## config.mk

```make
export PLATFORM = sky130hd
export DESIGN_NAME = operand_fetch
export DESIGN_NICKNAME = d
export VERILOG_FILES = /design/src/rtl/operand_fetch.sv
export SDC_FILE = /design/constraint.sdc
export NUM_CORES = 1
export LEC_CHECK = 0
export CORE_MARGIN = 10
export CORE_UTILIZATION = 40
export DETAILED_ROUTE_END_ITERATION = 12
export GPL_ROUTABILITY_DRIVEN = 1
export PLACE_DENSITY_LB_ADDON = 0.15
export SYNTH_ARGS = -nofsm -noshare
export SYNTH_HDL_FRONTEND = slang
export SYNTH_SLANG_ARGS = --single-unit
```

## constraint.sdc

```tcl
create_clock -name clk_i -period 3.2 [get_ports clk_i]
set_input_delay 0.64 -clock clk_i [delete_from_list [all_inputs] [get_ports clk_i]]
set_output_delay 0.64 -clock clk_i [all_outputs]
set_load 0.02 [all_outputs]
```

## src/rtl/operand_fetch.sv

```systemverilog
// Operand fetch stage: drives regfile read/write ports, bypasses writeback data,
// tracks busy registers to stall RAW/WAW hazards, and registers operands for execute.
module operand_fetch #(
    parameter int unsigned DATA_W      = 32,
    parameter int unsigned ADDR_W      = 3,
    parameter int unsigned STALL_CNT_W = 16
) (
    input  logic                   clk_i,
    input  logic                   rst_ni,
    input  logic                   id_valid_i,
    output logic                   id_ready_o,
    input  logic [ADDR_W-1:0]      id_src_a_i,
    input  logic [ADDR_W-1:0]      id_src_b_i,
    input  logic [ADDR_W-1:0]      id_dst_i,
    input  logic                   id_has_dst_i,
    output logic                   ex_valid_o,
    input  logic                   ex_ready_i,
    output logic [DATA_W-1:0]      ex_op_a_o,
    output logic [DATA_W-1:0]      ex_op_b_o,
    output logic [ADDR_W-1:0]      ex_dst_o,
    output logic                   ex_has_dst_o,
    input  logic                   wb_valid_i,
    input  logic [ADDR_W-1:0]      wb_rc_i,
    input  logic [DATA_W-1:0]      wb_data_i,
    output logic [ADDR_W-1:0]      rf_ra_o,
    output logic [ADDR_W-1:0]      rf_rb_o,
    output logic [ADDR_W-1:0]      rf_rc_o,
    output logic                   rf_write_enable_o,
    output logic [DATA_W-1:0]      rf_write_data_o,
    input  logic [DATA_W-1:0]      rf_read_data_a_i,
    input  logic [DATA_W-1:0]      rf_read_data_b_i,
    output logic [STALL_CNT_W-1:0] stall_cnt_o
);

    localparam int unsigned NREGS = 2 ** ADDR_W;

    logic                   ex_valid_q, ex_valid_d;
    logic [DATA_W-1:0]      ex_op_a_q, ex_op_a_d;
    logic [DATA_W-1:0]      ex_op_b_q, ex_op_b_d;
    logic [ADDR_W-1:0]      ex_dst_q, ex_dst_d;
    logic                   ex_has_dst_q, ex_has_dst_d;
    logic [NREGS-1:0]       busy_q, busy_d;
    logic [STALL_CNT_W-1:0] stall_cnt_q, stall_cnt_d;

    logic              fwd_a, fwd_b, wb_hits_dst;
    logic              raw_a, raw_b, waw, hazard, issue;
    logic [DATA_W-1:0] op_a, op_b;

    assign rf_ra_o           = id_src_a_i;
    assign rf_rb_o           = id_src_b_i;
    assign rf_rc_o           = wb_rc_i;
    assign rf_write_data_o   = wb_data_i;
    assign rf_write_enable_o = rst_ni && wb_valid_i;

    // A writeback landing this cycle both supplies the operand and releases the hazard.
    assign fwd_a       = wb_valid_i && (wb_rc_i == id_src_a_i);
    assign fwd_b       = wb_valid_i && (wb_rc_i == id_src_b_i);
    assign wb_hits_dst = wb_valid_i && (wb_rc_i == id_dst_i);
    assign op_a        = fwd_a ? wb_data_i : rf_read_data_a_i;
    assign op_b        = fwd_b ? wb_data_i : rf_read_data_b_i;

    assign raw_a  = busy_q[id_src_a_i] && !fwd_a;
    assign raw_b  = busy_q[id_src_b_i] && !fwd_b;
    assign waw    = id_has_dst_i && busy_q[id_dst_i] && !wb_hits_dst;
    assign hazard = id_valid_i && (raw_a || raw_b || waw);

    assign id_ready_o = rst_ni && !hazard && (!ex_valid_q || ex_ready_i);
    assign issue      = id_valid_i && id_ready_o;

    always_comb begin
        ex_valid_d   = ex_valid_q;
        ex_op_a_d    = ex_op_a_q;
        ex_op_b_d    = ex_op_b_q;
        ex_dst_d     = ex_dst_q;
        ex_has_dst_d = ex_has_dst_q;
        busy_d       = busy_q;
        stall_cnt_d  = stall_cnt_q;

        if (issue) begin
            ex_valid_d   = 1'b1;
            ex_op_a_d    = op_a;
            ex_op_b_d    = op_b;
            ex_dst_d     = id_dst_i;
            ex_has_dst_d = id_has_dst_i;
        end else if (ex_ready_i) begin
            ex_valid_d = 1'b0;
        end

        // Clear first so a same-register set in this cycle takes priority.
        if (wb_valid_i) begin
            busy_d[wb_rc_i] = 1'b0;
        end
        if (issue && id_has_dst_i) begin
            busy_d[id_dst_i] = 1'b1;
        end

        if (hazard && (stall_cnt_q != '1)) begin
            stall_cnt_d = stall_cnt_q + STALL_CNT_W'(1);
        end
    end

    always_ff @(posedge clk_i) begin
        if (!rst_ni) begin
            ex_valid_q   <= 1'b0;
            ex_op_a_q    <= '0;
            ex_op_b_q    <= '0;
            ex_dst_q     <= '0;
            ex_has_dst_q <= 1'b0;
            busy_q       <= '0;
            stall_cnt_q  <= '0;
        end else begin
            ex_valid_q   <= ex_valid_d;
            ex_op_a_q    <= ex_op_a_d;
            ex_op_b_q    <= ex_op_b_d;
            ex_dst_q     <= ex_dst_d;
            ex_has_dst_q <= ex_has_dst_d;
            busy_q       <= busy_d;
            stall_cnt_q  <= stall_cnt_d;
        end
    end

    assign ex_valid_o   = ex_valid_q;
    assign ex_op_a_o    = ex_op_a_q;
    assign ex_op_b_o    = ex_op_b_q;
    assign ex_dst_o     = ex_dst_q;
    assign ex_has_dst_o = ex_has_dst_q;
    assign stall_cnt_o  = stall_cnt_q;

endmodule

```

## After elaboration in Yosys (flattened, before gate mapping)

Cells that the tools add are included.

- Bits in registers: 93
- Input port bits: 114
- Output and inout port bits: 128

- Add/subtract/negate cells: 1
- Order comparisons: 6
- Eq/ne operators: 4
- Mux-type cells: 16
- Bitwise logic cells: 3
- Reductions and logical operators: 25

Operators with widths:

| operator | number |
|---|---|
| 32-bit 2-to-1 mux | 2 |
| 16-bit by 1-bit adder with 16-bit output (second input constant) | 1 |
| 1-bit logical AND | 16 |
| 3-bit by 4-bit less-than comparator with 1-bit output (second input constant) | 4 |
| 8-bit 2-to-1 mux | 2 |
| 16-bit inequality test (second input constant) | 1 |
| 1-bit binary-select mux with 3-bit select | 3 |
| 3-bit equality test | 3 |
| 8-bit bitwise AND | 1 |
| 8-bit NOT | 1 |
| 8-bit OR | 1 |
| 1-bit 2-to-1 mux | 7 |
| 1-bit demux with 3-bit select | 2 |
| 3-bit by 1-bit greater-or-equal comparator with 1-bit output (second input constant) | 2 |
| 1-bit zero test | 5 |
| 1-bit logical OR | 3 |
| 2-bit nonzero test | 1 |

## Logic depth before layout (Yosys ltp)

Gate-level depths: netlist (run 1).

- Depth in word-level cells: 13
- Depth in mapped cells: 9

## Worst setup path before layout (run 1)

No wires, ideal clock.

- Path kind: input to output
- From: in id_dst_i[1]
- To: out id_ready_o
- Arrival: 2.265 ns
- Data required time: 2.560 ns
- Setup slack: 0.295 ns
- Stages on the path: 8
- Buffers on the path: 3
- Cells stage by stage: buf_6 -> mux4_2 -> o211ai_1 -> or3_4 -> and3_4 -> buf_6 -> buf_2 -> and3_1

- Word-level cells in the longest chain between the ends: 9
- Elaborated cells on any way between the ends: 12
- Classes of those cells: eq/ne: 1; mux: 2; reduce/logical: 9

RTL lines:

| item | line | RTL |
|---|---|---|
| start, declared | 14 | `input logic [ADDR_W-1:0] id_dst_i,` |
| 1-bit binary-select mux with 3-bit select or 3-bit equality test (tied branches) | 64, 58 |  |
| 1-bit 2-to-1 mux (not written as such) or 1-bit logical AND (tied branches) | 64, 58 |  |
| 1-bit logical AND or 1-bit zero test (tied branches) | 64 | `assign waw = id_has_dst_i && busy_q[id_dst_i] && !wb_hits_dst;` |
| 1-bit logical AND * | 64 |  |
| 1-bit logical OR * | 65 | `assign hazard = id_valid_i && (raw_a \|\| raw_b \|\| waw);` |
| 1-bit logical AND * | 65 |  |
| 1-bit zero test * | 67 | `assign id_ready_o = rst_ni && !hazard && (!ex_valid_q \|\| ex_ready_i);` |
| 1-bit logical AND * (2 in a row) | 67 |  |
| end, declared | 11 | `output logic id_ready_o,` |

Every way passes the cells marked *; elsewhere a longest branch is shown, timed or not. The select of a mux whose other input is x is not followed.

## Worst setup path in the final report (run 1)

Same ends and word-level chain as after synthesis.

==> metrics.md, run 1 <==
| Metric | Value |
|---|---|
| Critical path capture point type | output pin |
| Yosys Warn Count | 0 |
| Unrepaired setup endpoints after global routing | no |
| Hold Buf Count CTS | 0 |
| Synth cell count leaders | dfxtp_1, mux2i_1, nand3_1 |
| Final nets | 835 |
| R2r setup slk | ~0.89 ns |
| DP Wirelength | ~13 mm |
| Worst Path Max Fanout | 2 |
| Crit Reg-Reg Endpoint | stall_cnt_o[11]$_SDFFE_PN0P_ |
| Worst vdd ir | 0.000236 V |
| Avg Vias per Cell | 5.25 |
| Worst-path cell chain | clkdlybuf4s50_1, mux4_2, o211ai_1, or3_4, and3_4, and3_1, buf_2 |
| GRT Util Overall | between 10% and 20% |
| Final hold viol count | 0 |
| Final number of max-transition violations | 0 |
| Post-CTS Resized | 3 |
| Cell Area, Synth | about 4700 sq um |
| Final WS setup | ~0.11 ns |
| Reg-to-reg startpoint | busy_q[3]$_SDFF_PN0_ |
| Largest net degree at the start of global routing | 70 |
| Skew-Pair Late Insertion Delay | around 0.34 ns |
| Status | complete, no violations |
| Mapped Cells | 530 |
| CTS buffer count | 9 |
| Worst-path clk slew | 0.06 ns |
| Seq. cell area | 1860 sq um |
| Cell depth of the worst flop-to-flop path | 7 |
| Slowest stage delay, CP | between 0.5 and 0.6 ns |
| DRT iter0 DRCs | 284 |
| Root buffer cell | clkbuf_16 |
| DRT Pass-1 Iters | 4 |
| Pin slew with the least headroom to its limit | around 0.64 ns |
| Most numerous cell in the Yosys netlist | dfxtp_1 |
| Area Overhead vs Synth | 53.9% |
| # setup viols final | 0 |
| ANT nets after route | 0 |
| Worst endpoint required time | between 2 and 3 ns |
| Max capacitance violation total | 0 |
| Leak | 0.00302 uW |
| CP max stage cell | mux4_2 |
| CP startpoint kind | input port |
| Period Utilization, post-route | a little over nine tenths |
| Core area | about 12000 sq um |
| Site Rows | 39 |
| First-pass GRT wire length | between 20 and 30 mm |
| Top_reg_cell synth | dfxtp_1 |
| DR DRC count | 0 |
| Avg Synthesized Cell Area | between 8 and 9 sq um |
| Vias in the first global route | 4667 |
| Post-synth top area share | approximately two fifths |
| EDFF count, synth | 0 |
| Die X | around 130 microns |
| DIE HEIGHT | 129 microns |
| Fmax | roughly 320 MHz |
| Final min period | about 3.1 ns |
| Postcts setup bufs | 0 |
| Critical Path Stages | 7 |
| Initial antenna violation count | 1 |
| Total grt overflow | 0 |
| Routed WL per cell | approximately 20 microns |
| Drt total wl | approximately 17 mm |
| CP top delay family | buffers and inverters |
| Yosys top cell by area | dfxtp_1 |
| GPL Wtd Cong | 0.899 |
| Crit path kind | input port to output pin |
| Worst hold path class | register to register |
| Flops & latches, synth | between 90 and 100 |
| Ant diodes | 0 |
| Via count | 4549 |
| Max Root-Sink Buffers | 2 |
| Die ar. | between 15000 and 20000 sq um |
| Clk sink count | 93 |
| Synth area leaders | dfxtp_1, mux2i_1, nand3_1, o21ai_0, buf_4 |
| Yosys cell types | 40 |
| Filler Cells Inserted | between 900 and 1000 |
| Share of synthesized registers carrying an async set or reset | 0% |
| CP startpoint | id_dst_i[1] |
| End of the critical path | id_ready_o |
| Multi-input gate area | approximately 2400 sq um |
| Sequential-to-total area share from yosys stat | 39.3% |
| Clock Skews | between 0.004 and 0.005 ns |
| Slew HR | a little under three fifths |
| Post-Syn Nets | between 600 and 700 |
| Initial Utilization | about two fifths |
| CTS tree | yes |
| Fin Setup TNS | 0 ns |
| Port bufs | roughly 240 |
| Buf/Inv on CP | 2 |
| PwrDens | around 420 nW/um^2 |
| Crit path DAT | ~2.5 ns |
| Share of cells above drive strength 1 | roughly 5.7% |
| DP Worst Slack | -0.339 ns |
| # IOs | between 200 and 250 |
| CTS H-tree depth | 3 |
[where the power goes]
part           total [uW]  internal [uW]  switching [uW]
sequential           1290           1240            45.7
combinational         804            406             398
clock                 989            558             431
[registers in the layout, summed over array words and instances, names as in the netlist]
signal / flops
ex_op_a_o: 32
busy_q: 8
ex_op_b_o: 32
ex_valid_o: 1
ex_has_dst_o: 1
ex_dst_o: 3
stall_cnt_o: 16
[cells in the final DEF, fill, tap and decap left out, types with 5 or more instances in the layout]
cell type,Yosys,routed
a21oi_1,7,7
and3_1,6,6
buf_4,42,20
clkbuf_16,0,9
clkdlybuf4s50_1,0,239
dfxtp_1,93,93
inv_1,7,7
mux2i_1,82,82
nand2_1,19,19
nand2b_1,14,14
nand3_1,72,72
nand4_1,10,10
nor2_1,5,5
o211ai_1,7,7
o21ai_0,70,70
o31ai_1,5,5
xnor2_1,9,9
[layer usage]
| metal | track usage, % | wire [microns] |
|---|---|---|
| met1 | 22.4 | 6990 |
| met2 | 32.5 | 8090 |
| met3 | 9.36 | 1890 |
| met4 | 6.96 | 299 |
| met5 | 0 | 0 |
[metrics by stage]
step	total power, uW	area [sq um]	hold slack (ns)	util (%)	instances
floorplan	1700	4740	0.483	-	530
global placement	2110	7030	0.455	61.0	852
detailed placement	2120	7030	0.462	61.0	852
CTS	3110	7300	0.475	63.4	866
global route	3200	7290	0.493	63.3	866
finish	3080	7290	0.469	63.3	866
[cells by family (layout without fill, tap and decap cells)]
family / count (synthesis) / count (layout) / share of synthesized area (%)
xor+xnor: 9 / 9 / 1.66
fa+ha+maj: 1 / 1 / 0.264
buf+inv: 90 / 283 / 10.9
mux: 84 / 84 / 18.3
simple gates: 151 / 151 / 17.5
flops: 93 / 93 / 39.3
compound gates: 102 / 102 / 12.1
[tightest hold or removal path: cells and delay by family (launching register included)]
family / cells / cell delay, ns
flip-flops: 1 / 0.30
AO/OA/AOI/OAI: 1 / 0.06
AND/OR/NAND/NOR: 1 / 0.05
[worst min-delay path by stage]
| stage | startpoint | endpoint | depth (start not counted) |
|---|---|---|---|
| 3_5_place_dp | ex_dst_o[2]$_SDFFE_PN0P_ | ex_dst_o[2]$_SDFFE_PN0P_ | 2 |
| 2_1_floorplan | busy_q[1]$_SDFF_PN0_ | busy_q[1]$_SDFF_PN0_ | 2 |
| 6_report | ex_op_b_o[30]$_SDFFE_PN0P_ | ex_op_b_o[30]$_SDFFE_PN0P_ | 2 |
| 5_1_grt | ex_op_b_o[2]$_SDFFE_PN0P_ | ex_op_b_o[2]$_SDFFE_PN0P_ | 2 |
| 3_3_place_gp | ex_op_b_o[22]$_SDFFE_PN0P_ | ex_op_b_o[22]$_SDFFE_PN0P_ | 2 |
| 4_1_cts | ex_op_b_o[12]$_SDFFE_PN0P_ | ex_op_b_o[12]$_SDFFE_PN0P_ | 2 |
[cell type report]
| class | count | share of cell area [%] |
|---|---|---|
| repair buffers | 262 | 35.5 |
| flip-flops and latches | 93 | 25.5 |
| well taps | 143 | 2.45 |
| clock inverters | 2 | 0.137 |
| clock buffers | 12 | 3.52 |
| multi-input cells | 347 | 32.5 |
| inverters | 7 | 0.360 |
(Power assumes the default switching activity.)
==> run 2: changes to the inputs <==
CAP_MARGIN = 20   (was unset)
CORE_UTILIZATION = 36   (was 40)
clock period = 2.8 ns   (was 3.2 ns; I/O delays follow)
==> metrics.md, run 2 (same netlist as run 1, synthesis figures left out) <==
| Metric | Value |
|---|---|
| DRT iter0 DRCs | 264 |
| First-pass GRT wire length | between 20 and 30 mm |
| Crit path kind | input port to output pin |
| Buf/Inv on CP | 3 |
| # setup viols final | 0 |
| CP top delay family | buffers and inverters |
| R2r setup slk | approximately 0.56 ns |
| Max capacitance violation total | 0 |
| Avg Vias per Cell | 5.04 |
| Commonest non-fill, non-tap cell in the layout | clkdlybuf4s50_1 |
| CTS buffer count | 9 |
| Critical path capture point type | output pin |
| Max Root-Sink Buffers | 2 |
| Cell depth of the worst flop-to-flop path | 7 |
| Worst-path clk slew | 0.06 ns |
| Fmax | roughly 370 MHz |
| Root buffer cell | clkbuf_16 |
| Slowest stage delay, CP | roughly 0.54 ns |
| CP max stage cell | clkdlybuf4s50_1 |
| Area Overhead vs Synth | 59.0% |
| Routed WL per cell | 18.5 microns |
| Crit path DAT | roughly 2.2 ns |
| Clock Skews | around 0.0052 ns |
| Final instance area | between 7000 and 8000 sq um |
| Ant diodes | 0 |
| Leak | ~0.0032 uW |
| Site Rows | between 40 and 50 |
| Commonest cells after routing, fill and taps aside | clkdlybuf4s50_1, dfxtp_1, mux2i_1 |
| Clk sink count | 93 |
| Period Utilization, post-route | 96.9% |
| Worst endpoint required time | approximately 2.2 ns |
| Drt total wl | 16.9 mm |
| Fin cells | approximately 910 |
| Final min period | 2.71 ns |
| Worst hold path class | register to register |
| Total grt overflow | 0 |
| Largest net degree at the start of global routing | 55 |
| Core area | 12800 sq um |
| Design Power | ~3600 uW |
| GPL Wtd Cong | 0.877 |
| Final hold viol count | 0 |
| Pin slew with the least headroom to its limit | a little over 0.6 ns |
| DRT Pass-1 Iters | 4 |
| Reg-to-reg startpoint | busy_q[2]$_SDFF_PN0_ |
| Port bufs | roughly 240 |
| Final number of max-transition violations | 0 |
| End of the critical path | id_ready_o |
| Die ar. | about 18000 sq um |
| Unrepaired setup endpoints after global routing | no |
| GRT Util Overall | a little under a fifth |
| Status | complete, no violations |
| DP Wirelength | about 13 mm |
| CTS tree | yes |
| DIE HEIGHT | ~130 microns |
| Initial Utilization | a little under two fifths |
| Slew HR | 58.6% |
| Initial antenna violation count | 0 |
| Share of cells above drive strength 1 | between 7 and 8% |
| Crit Reg-Reg Endpoint | stall_cnt_o[7]$_SDFFE_PN0P_ |
| Worst vdd ir | 0.000262 V |
| DR DRC count | 0 |
| CTS H-tree depth | 3 |
| Placed Instances | 892 |
| # IOs | roughly 240 |
| Final nets | between 800 and 900 |
| Critical Path Stages | 7 |
| Vias in the first global route | around 4800 |
| Worst-path cell chain | clkdlybuf4s50_1, buf_4, a32oi_1, nand4_1, and3_4, and3_1, buf_6 |
| CP startpoint | id_src_b_i[0] |
| Skew-Pair Late Insertion Delay | approximately 0.35 ns |
| Via count | 4609 |
| ANT nets after route | 0 |
| Worst Path Max Fanout | 5 |
| PwrDens | roughly 480 nW/um^2 |
| Cell Area, Placed | a little over 7000 sq um |
| CP startpoint kind | input port |
| Die X | approximately 130 microns |
[run 2: cell types whose count changed in the layout (fill, tap and decap cells not counted)]
| cell | before | now |
|---|---|---|
| buf_2 | 1 | 0 |
| buf_4 | 20 | 32 |
| buf_12 | 2 | 5 |
| clkinv_2 | 2 | 0 |
| clkbuf_1 | 1 | 3 |
| dlygate4sd2_1 | 0 | 4 |
| clkbuf_8 | 2 | 4 |
| buf_6 | 0 | 3 |
| dlymetal6s2s_1 | 0 | 4 |
| clkdlybuf4s50_1 | 239 | 231 |
[run 2: timing repair]
| item | CTS | global route |
|---|---|---|
| cloned | 0 | 0 |
| hold buffers | 0 | 0 |
| pin swaps | 2 | 2 |
| setup buffers | 6 | 0 |
| setup endpoints to repair | 1 | 1 |
| gates resized for setup | 12 | 4 |
[run 2: report_power, final]
part           switching [uW]  total [uW]  internal (uW)
clock network             487        1190            701
logic                     457         945            489
registers                51.3        1470           1420
total                     995        3600           2610
[run 2: worst min-delay path by stage]
stage	endpoint	start	slack, ns	cells after the start
2_1_floorplan	busy_q[1]$_SDFF_PN0_	busy_q[1]$_SDFF_PN0_	0.48	2
3_3_place_gp	ex_op_b_o[8]$_SDFFE_PN0P_	ex_op_b_o[8]$_SDFFE_PN0P_	0.45	2
3_5_place_dp	ex_op_a_o[27]$_SDFFE_PN0P_	ex_op_a_o[27]$_SDFFE_PN0P_	0.46	2
4_1_cts	ex_op_a_o[16]$_SDFFE_PN0P_	ex_op_a_o[16]$_SDFFE_PN0P_	0.47	2
5_1_grt	ex_op_b_o[8]$_SDFFE_PN0P_	ex_op_b_o[8]$_SDFFE_PN0P_	0.50	2
6_report	ex_op_b_o[14]$_SDFFE_PN0P_	ex_op_b_o[14]$_SDFFE_PN0P_	0.47	2
[run 2: per-stage QoR]
step / setup TNS [ns] / util, % / setup WS, ns / hold slack (ns)
2_1_floorplan: 0 / - / 0.0554 / 0.483
3_3_place_gp: -1.43 / 56.3 / -0.581 / 0.453
3_5_place_dp: -2.00 / 56.3 / -0.572 / 0.463
4_1_cts: 0 / 58.9 / 0.0174 / 0.475
5_1_grt: 0 / 59.0 / 0.00548 / 0.497
6_report: 0 / 59.0 / 0.0863 / 0.471
[run 2: layout make-up]
cell class | instances | area (sq um)
Fill cell | 1158 | 5240
Timing Repair Buffer | 279 | 2770
Multi-Input combinational cell | 347 | 2370
Sequential cell | 93 | 1860
Clock buffer | 16 | 292
Tap cell | 172 | 215
Inverter | 7 | 26.3
[run 2: per-layer routing]
metal | vias up | global-route usage, % | part of all wire [%]
met1 | 2135 | 20.4 | 42
met2 | 158 | 29.7 | 48
met3 | 21 | 7.38 | 8.7
li1 | 2295 | - | -
met4 | 0 | 6.59 | 1.6
met5 | - | 0 | 0
[run 2: tightest hold or removal path, stage by stage (launching register included)]
cell	delay [ns]
dfxtp_1	0.31
nand3_1	0.05
o21ai_0	0.06
